`src/rtl/vga_frame_checker_pkg.sv`:
```
// vga_pkg: 800x600@60 timing constants, CRC settings, error-bit indices and checker types
package vga_pkg;
  localparam int HOR_PIXELS  = 800;
  localparam int VER_PIXELS  = 600;
  localparam int HOR_TOTAL   = 1056;
  localparam int VER_TOTAL   = 628;
  localparam int HSYNC_START = 840;
  localparam int HSYNC_STOP  = 968;
  localparam int VSYNC_START = 601;
  localparam int VSYNC_STOP  = 605;
  localparam logic [15:0] CRC_POLY = 16'h1021;
  localparam logic [15:0] CRC_INIT = 16'hFFFF;
  localparam int ERR_CNT  = 0;
  localparam int ERR_HS   = 1;
  localparam int ERR_VS   = 2;
  localparam int ERR_BLNK = 3;
  typedef enum logic {SEARCH, LOCKED} chk_state_t;
  typedef struct packed {
    logic [10:0] h;
    logic [10:0] v;
    logic        hs;
    logic        vs;
    logic        hb;
    logic        vb;
    logic [11:0] rgb;
  } vga_sample_t;
endpackage

```
`src/rtl/vga_frame_checker_crc16_rgb_step.sv`:
```
// crc16_rgb_step: combinational CRC-16-CCITT update over one 12-bit pixel, data[11] first
//   crc_in  : running CRC
//   data    : rgb pixel
//   crc_out : CRC after all 12 bits
module crc16_rgb_step (
  input  logic [15:0] crc_in,
  input  logic [11:0] data,
  output logic [15:0] crc_out
);
  import vga_pkg::*;
  logic [15:0] c;
  always_comb begin
    c = crc_in;
    for (int i = 11; i >= 0; i--) c = {c[14:0], 1'b0} ^ ((c[15] ^ data[i]) ? CRC_POLY : 16'h0000);
  end
  assign crc_out = c;
endmodule

```
`config.mk`:
```
export PLATFORM = sky130hd
export DESIGN_NAME = crc16_rgb_step
export DESIGN_NICKNAME = d
export VERILOG_FILES = /design/src/rtl/vga_frame_checker_pkg.sv /design/src/rtl/vga_frame_checker_crc16_rgb_step.sv
export SDC_FILE = /design/constraint.sdc
export NUM_CORES = 1
export LEC_CHECK = 0
export ABC_AREA = 1
export CAP_MARGIN = 5
export CORE_MARGIN = 2
export CORE_UTILIZATION = 30
export DETAILED_ROUTE_END_ITERATION = 16
export GPL_TIMING_DRIVEN = 1
export PLACE_DENSITY = 0.76
export REMOVE_ABC_BUFFERS = 1
export SLEW_MARGIN = 25
export SYNTH_ARGS = -nofsm -noshare
export SYNTH_HDL_FRONTEND = slang
export SYNTH_SLANG_ARGS = --single-unit
export TNS_END_PERCENT = 50
```
`constraint.sdc`:
```
create_clock -name vclk -period 1.59
set_clock_uncertainty 0.2 [all_clocks]
set_input_delay 0.318 -clock vclk [all_inputs]
set_output_delay 0.318 -clock vclk [all_outputs]
set_load 0.01 [all_outputs]
```
==> results.toml, run 1 <==
[run_status]
status = "finished with violations"
violations = "negative setup slack"

[sta]
finalHoldViolCount = 0
whs_ns = 0.900
drv_slew = 0
timing.final.ws_setup_ns = -0.169
period_needed_ns = 1.76
slew_headroom_pct = 87.6
max_freq_mhz = 568
finalSetupViolations = 15
fin_setup_tns_ns = -1.46
final.period_utilization_pct = 111
worst_pin_slew_ns = 0.186
rsz0062_at_grt = "yes"

[final_layout]
area_growth_pct = 137
layout.area.seq_um2 = 0
n_clock_buffer = 0
antenna_cells = 0
fillers = 150
final_nets = 222
drive_gt1_share_pct = 69.8
multi_input_area_um2 = 866
final_cells = 219
nFlopsAndLatches = 0
fin_area_um2 = 1510

[synth]
synth_top_area_cell = "nand2_1"
synth_cells = 128
synthDominantCellAreaShare_pct = 37.3
synth-seq-area-share_pct = 0
synthDistinctLibCells = 12
syn_area_per_cell_um2 = 4.96
synthesis.area_um2 = 634
synth_area_leaders = "nand2_1 37%, nand2_2 11%, xor2_1 9.7%"
yosysWarnings = 0

[grt]
grt_antenna_before_repair = 0
first_global_vias = 944
track_usage_pct = 18.6
grt_pass1_wl_um = 3890
grt_max_degree = 6
overflow = 0

[worst_hold_path]
hold_path_class = "in -> out"
whs_endpoint = "crc_out[8]"
hold_start = "data[8]"
worstHoldPathCells = 6

[detailed_routing]
ant_nets = 0
vias = 976
drc_errors = 0
vias_per_cell = 4.46
dr.pass1.iters = 4
wl_per_cell_um = 11.4
wirelength_um = 2500
drt-initial-drc-count = 5

[placement]
gp_congestion = 0.794
portBuffers = 44
dp_hpwl_um = 1590
postPlaceCellArea_um2 = 1180
dp_cells = 209

[die]
rows = 16
die_area_um2 = 2500
start_util_pct = 32.0
io_pins = 44
die_width_um = 50.0
core_area_um2 = 1980
die_y_um = 50.0

[setup_path]
slowest_delay_ns = 0.15
path_max_fanout = 3
required_ns = 1.07
path_class = "in -> out"
crit_slowest_cell = "nand3b_1"
worstSetupEndpointType = "output pin"
crit_chain = "buf_8 -> inv_2 -> nand2_2 -> nand2_4 -> inv_4 -> nand2_4 -> nand3b_1 -> nand2_2 -> nand2_1 -> nand2_1 -> buf_2"
critPathArrivalTime_ns = 1.24
cp-start-kind = "primary input"

[power_and_ir_drop]
powerDensity_nw_per_um2 = 458
peakVddDrop_v = 0.000260
power.leakage_uw = 0.000842

[flow_run]
drv_cap = 0
## worst max-delay path by stage
| stage | from | to | depth (start not counted) |
|---|---|---|---|
| 6_report | data[9] | crc_out[6] | 11 |
| 5_1_grt | data[9] | crc_out[6] | 11 |
| 4_1_cts | crc_in[15] | crc_out[12] | 12 |
| 3_5_place_dp | crc_in[13] | crc_out[13] | 12 |
| 3_3_place_gp | crc_in[12] | crc_out[12] | 10 |
| 2_1_floorplan | crc_in[12] | crc_out[12] | 9 |
## placed cells by master (no fill, tap or decap), drive strengths merged
master,n
nor2,2
xor2,8
xnor2,6
inv,20
dlygate4sd2,4
nand2,75
buf,59
nand3b,6
nand3,11
clkdlybuf4s15,1
## worst max-delay path: cells and delay by family
family	cells	cell delay, ns
buffers and inverters	4	0.31
and+or+nand+nor	7	0.62
## area by class of cell
class / count / area share, %
Timing Repair Buffer: 64 / 34.5
Multi-Input combinational cell: 108 / 57.5
Inverter: 20 / 5.81
Tap cell: 27 / 2.24
## per-layer routing
metal / routed length, um / global-route usage (%) / up-vias
li1: - / - / 510
met1: 997 / 22.2 / 436
met2: 1380 / 37.5 / 28
met3: 99 / 1.21 / 2
met4: 18 / 0 / 0
met5: 0 / 0 / -
## cells in the mapped netlist (all sizes together)
library cell	n
xnor2	6
nor2	2
nand2	75
inv	20
xor2	8
nand3b	6
nand3	11
## kinds of logic after synthesis
group / Yosys count / share of synthesized area (%)
AND/OR/NAND/NOR: 94 / 67.7
buffers and inverters: 20 / 11.8
XOR/XNOR: 14 / 20.5
## report_power, final
| part | internal (uW) | switching, uW | leakage, uW | total, uW |
|---|---|---|---|---|
| sequential | 0 | 0 | 0 | 0 |
| combinational | 334 | 355 | 0.000842 | 689 |
| clock | 0 | 0 | 0 | 0 |
## timing repair
item / CTS / global route
pin swaps: 53 / 27
hold buffers: 0 / 0
gates resized for setup: 231 / 39
setup buffers: 8 / 2
setup endpoints to repair: 16 / 15
## metrics by stage
stage | setup slack (ns) | utilization (%) | total power, uW
finish | -0.169 | 76.0 | 689
global route | -0.251 | 76.0 | 750
CTS | -0.148 | 66.4 | 597
detailed placement | -0.973 | 59.7 | 586
global placement | -0.933 | 59.7 | 574
floorplan | 0.0214 | - | 273
Power figures use the tool's default switching activity.
==> run 2: changes to the inputs <==
--- a/config.mk
+++ b/config.mk
@@ -5,13 +5,12 @@
 export SDC_FILE = /design/constraint.sdc
 export NUM_CORES = 1
 export LEC_CHECK = 0
-export ABC_AREA = 1
 export CAP_MARGIN = 5
 export CORE_MARGIN = 2
-export CORE_UTILIZATION = 30
+export CORE_UTILIZATION = 29
 export DETAILED_ROUTE_END_ITERATION = 16
 export GPL_TIMING_DRIVEN = 1
-export PLACE_DENSITY = 0.76
+export PLACE_DENSITY = 0.9
 export REMOVE_ABC_BUFFERS = 1
 export SLEW_MARGIN = 25
 export SYNTH_ARGS = -nofsm -noshare
==> results.toml, run 2 <==
[final_layout]
drive_gt1_share_pct = 78.5
final_common_cell = "buf_4"
antenna_cells = 0
fin_area_um2 = 1190
layout.area.seq_um2 = 0
final_cells = 122
nFlopsAndLatches = 0
final_cell_mix = "24 x buf_4, 18 x buf_6, 16 x buf_2"
area_growth_pct = 197
final_nets = 137
n_clock_buffer = 0

[sta]
drv_slew = 0
finalSetupViolations = 15
fin_setup_tns_ns = -4.35
finalHoldViolCount = 0
rsz0062_at_grt = "yes"
period_needed_ns = 1.99
final.period_utilization_pct = 125
slew_headroom_pct = 82.2
max_freq_mhz = 502
timing.final.ws_setup_ns = -0.401
worst_pin_slew_ns = 0.266

[grt]
grt_antenna_before_repair = 0
grt_pass1_wl_um = 2170
first_global_vias = 505
overflow = 0
grt_max_degree = 4
track_usage_pct = 19.7

[die]
core_area_um2 = 1300
rows = 13
die_width_um = 41.1
io_pins = 44
start_util_pct = 30.7
die_area_um2 = 1690
die_y_um = 41.1

[detailed_routing]
drc_errors = 0
ant_nets = 0
wirelength_um = 1660
vias = 510
dr.pass1.iters = 2
wl_per_cell_um = 13.6
drt-initial-drc-count = 1
vias_per_cell = 4.18

[synth]
synth_top_family_by_area = "XOR/XNOR gates"
syn_area_per_cell_um2 = 10.8
synthXorXnorAreaFrac_pct = 100
synthSimpleGateAreaFrac_pct = 0
synthDistinctLibCells = 4
synth_cells = 37
synth_mux_area_share_pct = 0
synth-seq-area-share_pct = 0
yosysWarnings = 0
synth-adder-area-share_pct = 0
synth_top_area_cell = "xnor2_1"
synth_area_leaders = "xnor2_1 42%, xnor2_2 29%, xor2_1 18%"
synth_common_cells = "19 x xnor2_1, 8 x xor2_1, 7 x xnor2_2"
synth_compound_area_share_pct = 0
synthesis.area_um2 = 399
synth_most_common_cell = "xnor2_1"
synthDominantCellAreaShare_pct = 41.7

[power_and_ir_drop]
power.leakage_uw = 0.000575
power_uw = 926
peakVddDrop_v = 0.000609
powerDensity_nw_per_um2 = 779

[run_status]
status = "finished with violations"
violations = "negative setup slack"

[setup_path]
cp-endpoint = "crc_out[8]"
required_ns = 1.07
worstSetupEndpointType = "output pin"
cp-start-kind = "primary input"
critPathArrivalTime_ns = 1.47
path_max_fanout = 3
crit_path_start = "crc_in[15]"
path_class = "in -> out"

[worst_hold_path]
hold_path_class = "in -> out"

[placement]
gp_congestion = 0.649
dp_hpwl_um = 873
portBuffers = 44
dp_cells = 107
postPlaceCellArea_um2 = 941

[flow_run]
drv_cap = 0
[run 2: cell count changes after synthesis, sizes merged]
cell / change
inv: -20
nand2: -75
nand3: -11
nand3b: -6
nor2: -2
xnor2: +20
xor2: +3
[run 2: metrics by stage]
| stage | hold slack [ns] | utilization, % | worst slack (ns) |
|---|---|---|---|
| after global routing | 1.01 | 91.3 | -0.455 |
| final | 0.987 | 91.3 | -0.401 |
| after detailed placement | 1.44 | 72.3 | -1.12 |
| after global placement | 1.44 | 72.3 | -1.10 |
| after floorplan | 0.524 | - | -0.300 |
| after CTS | 0.982 | 87.1 | -0.322 |
[run 2: critical path: stages]
cell     delay [ns]
buf_6          0.10
xnor2_2        0.20
buf_4          0.18
xor2_4         0.21
xnor2_2        0.17
xor2_1         0.16
buf_2          0.15
[run 2: what timing repair did]
action	CTS	global route
resized for setup	176	10
hold buffers	0	0
endpoints found under the setup margin	16	16
pin swaps	32	3
buffers inserted	15	2
[run 2: logic make-up after synthesis]
family / count (synthesis)
xor gates and xnor gates: 37
[run 2: per-layer routing]
layer / global-route usage [%] / wire length (um) / vias to the layer above
met5: 0 / 0 / -
met4: 4.03 / 29 / 0
met3: 3.26 / 120 / 4
met2: 43.4 / 989 / 30
met1: 17.6 / 522 / 229
li1: - / - / 247
[run 2: worst min-delay path by stage]
| stage | start | to | depth (start not counted) |
|---|---|---|---|
| after global placement | crc_in[0] | crc_out[12] | 3 |
| after floorplan | crc_in[0] | crc_out[12] | 1 |
| final | crc_in[8] | crc_out[4] | 5 |
| after detailed placement | crc_in[0] | crc_out[12] | 3 |
| after global routing | crc_in[8] | crc_out[4] | 5 |
| after CTS | crc_in[8] | crc_out[4] | 5 |
[run 2: report_power, final]
| part | switching, uW | internal (uW) | total (uW) |
|---|---|---|---|
| clock | 0 | 0 | 0 |
| sequential | 0 | 0 | 0 |
| combinational | 403 | 523 | 926 |
| total | 403 | 523 | 926 |
[run 2: final cells by class]
| type | count | area, um2 |
|---|---|---|
| tap | 15 | 18.8 |
| fill | 49 | 114 |
| timing repair buffer | 70 | 586 |
| multi-input combinational | 37 | 583 |
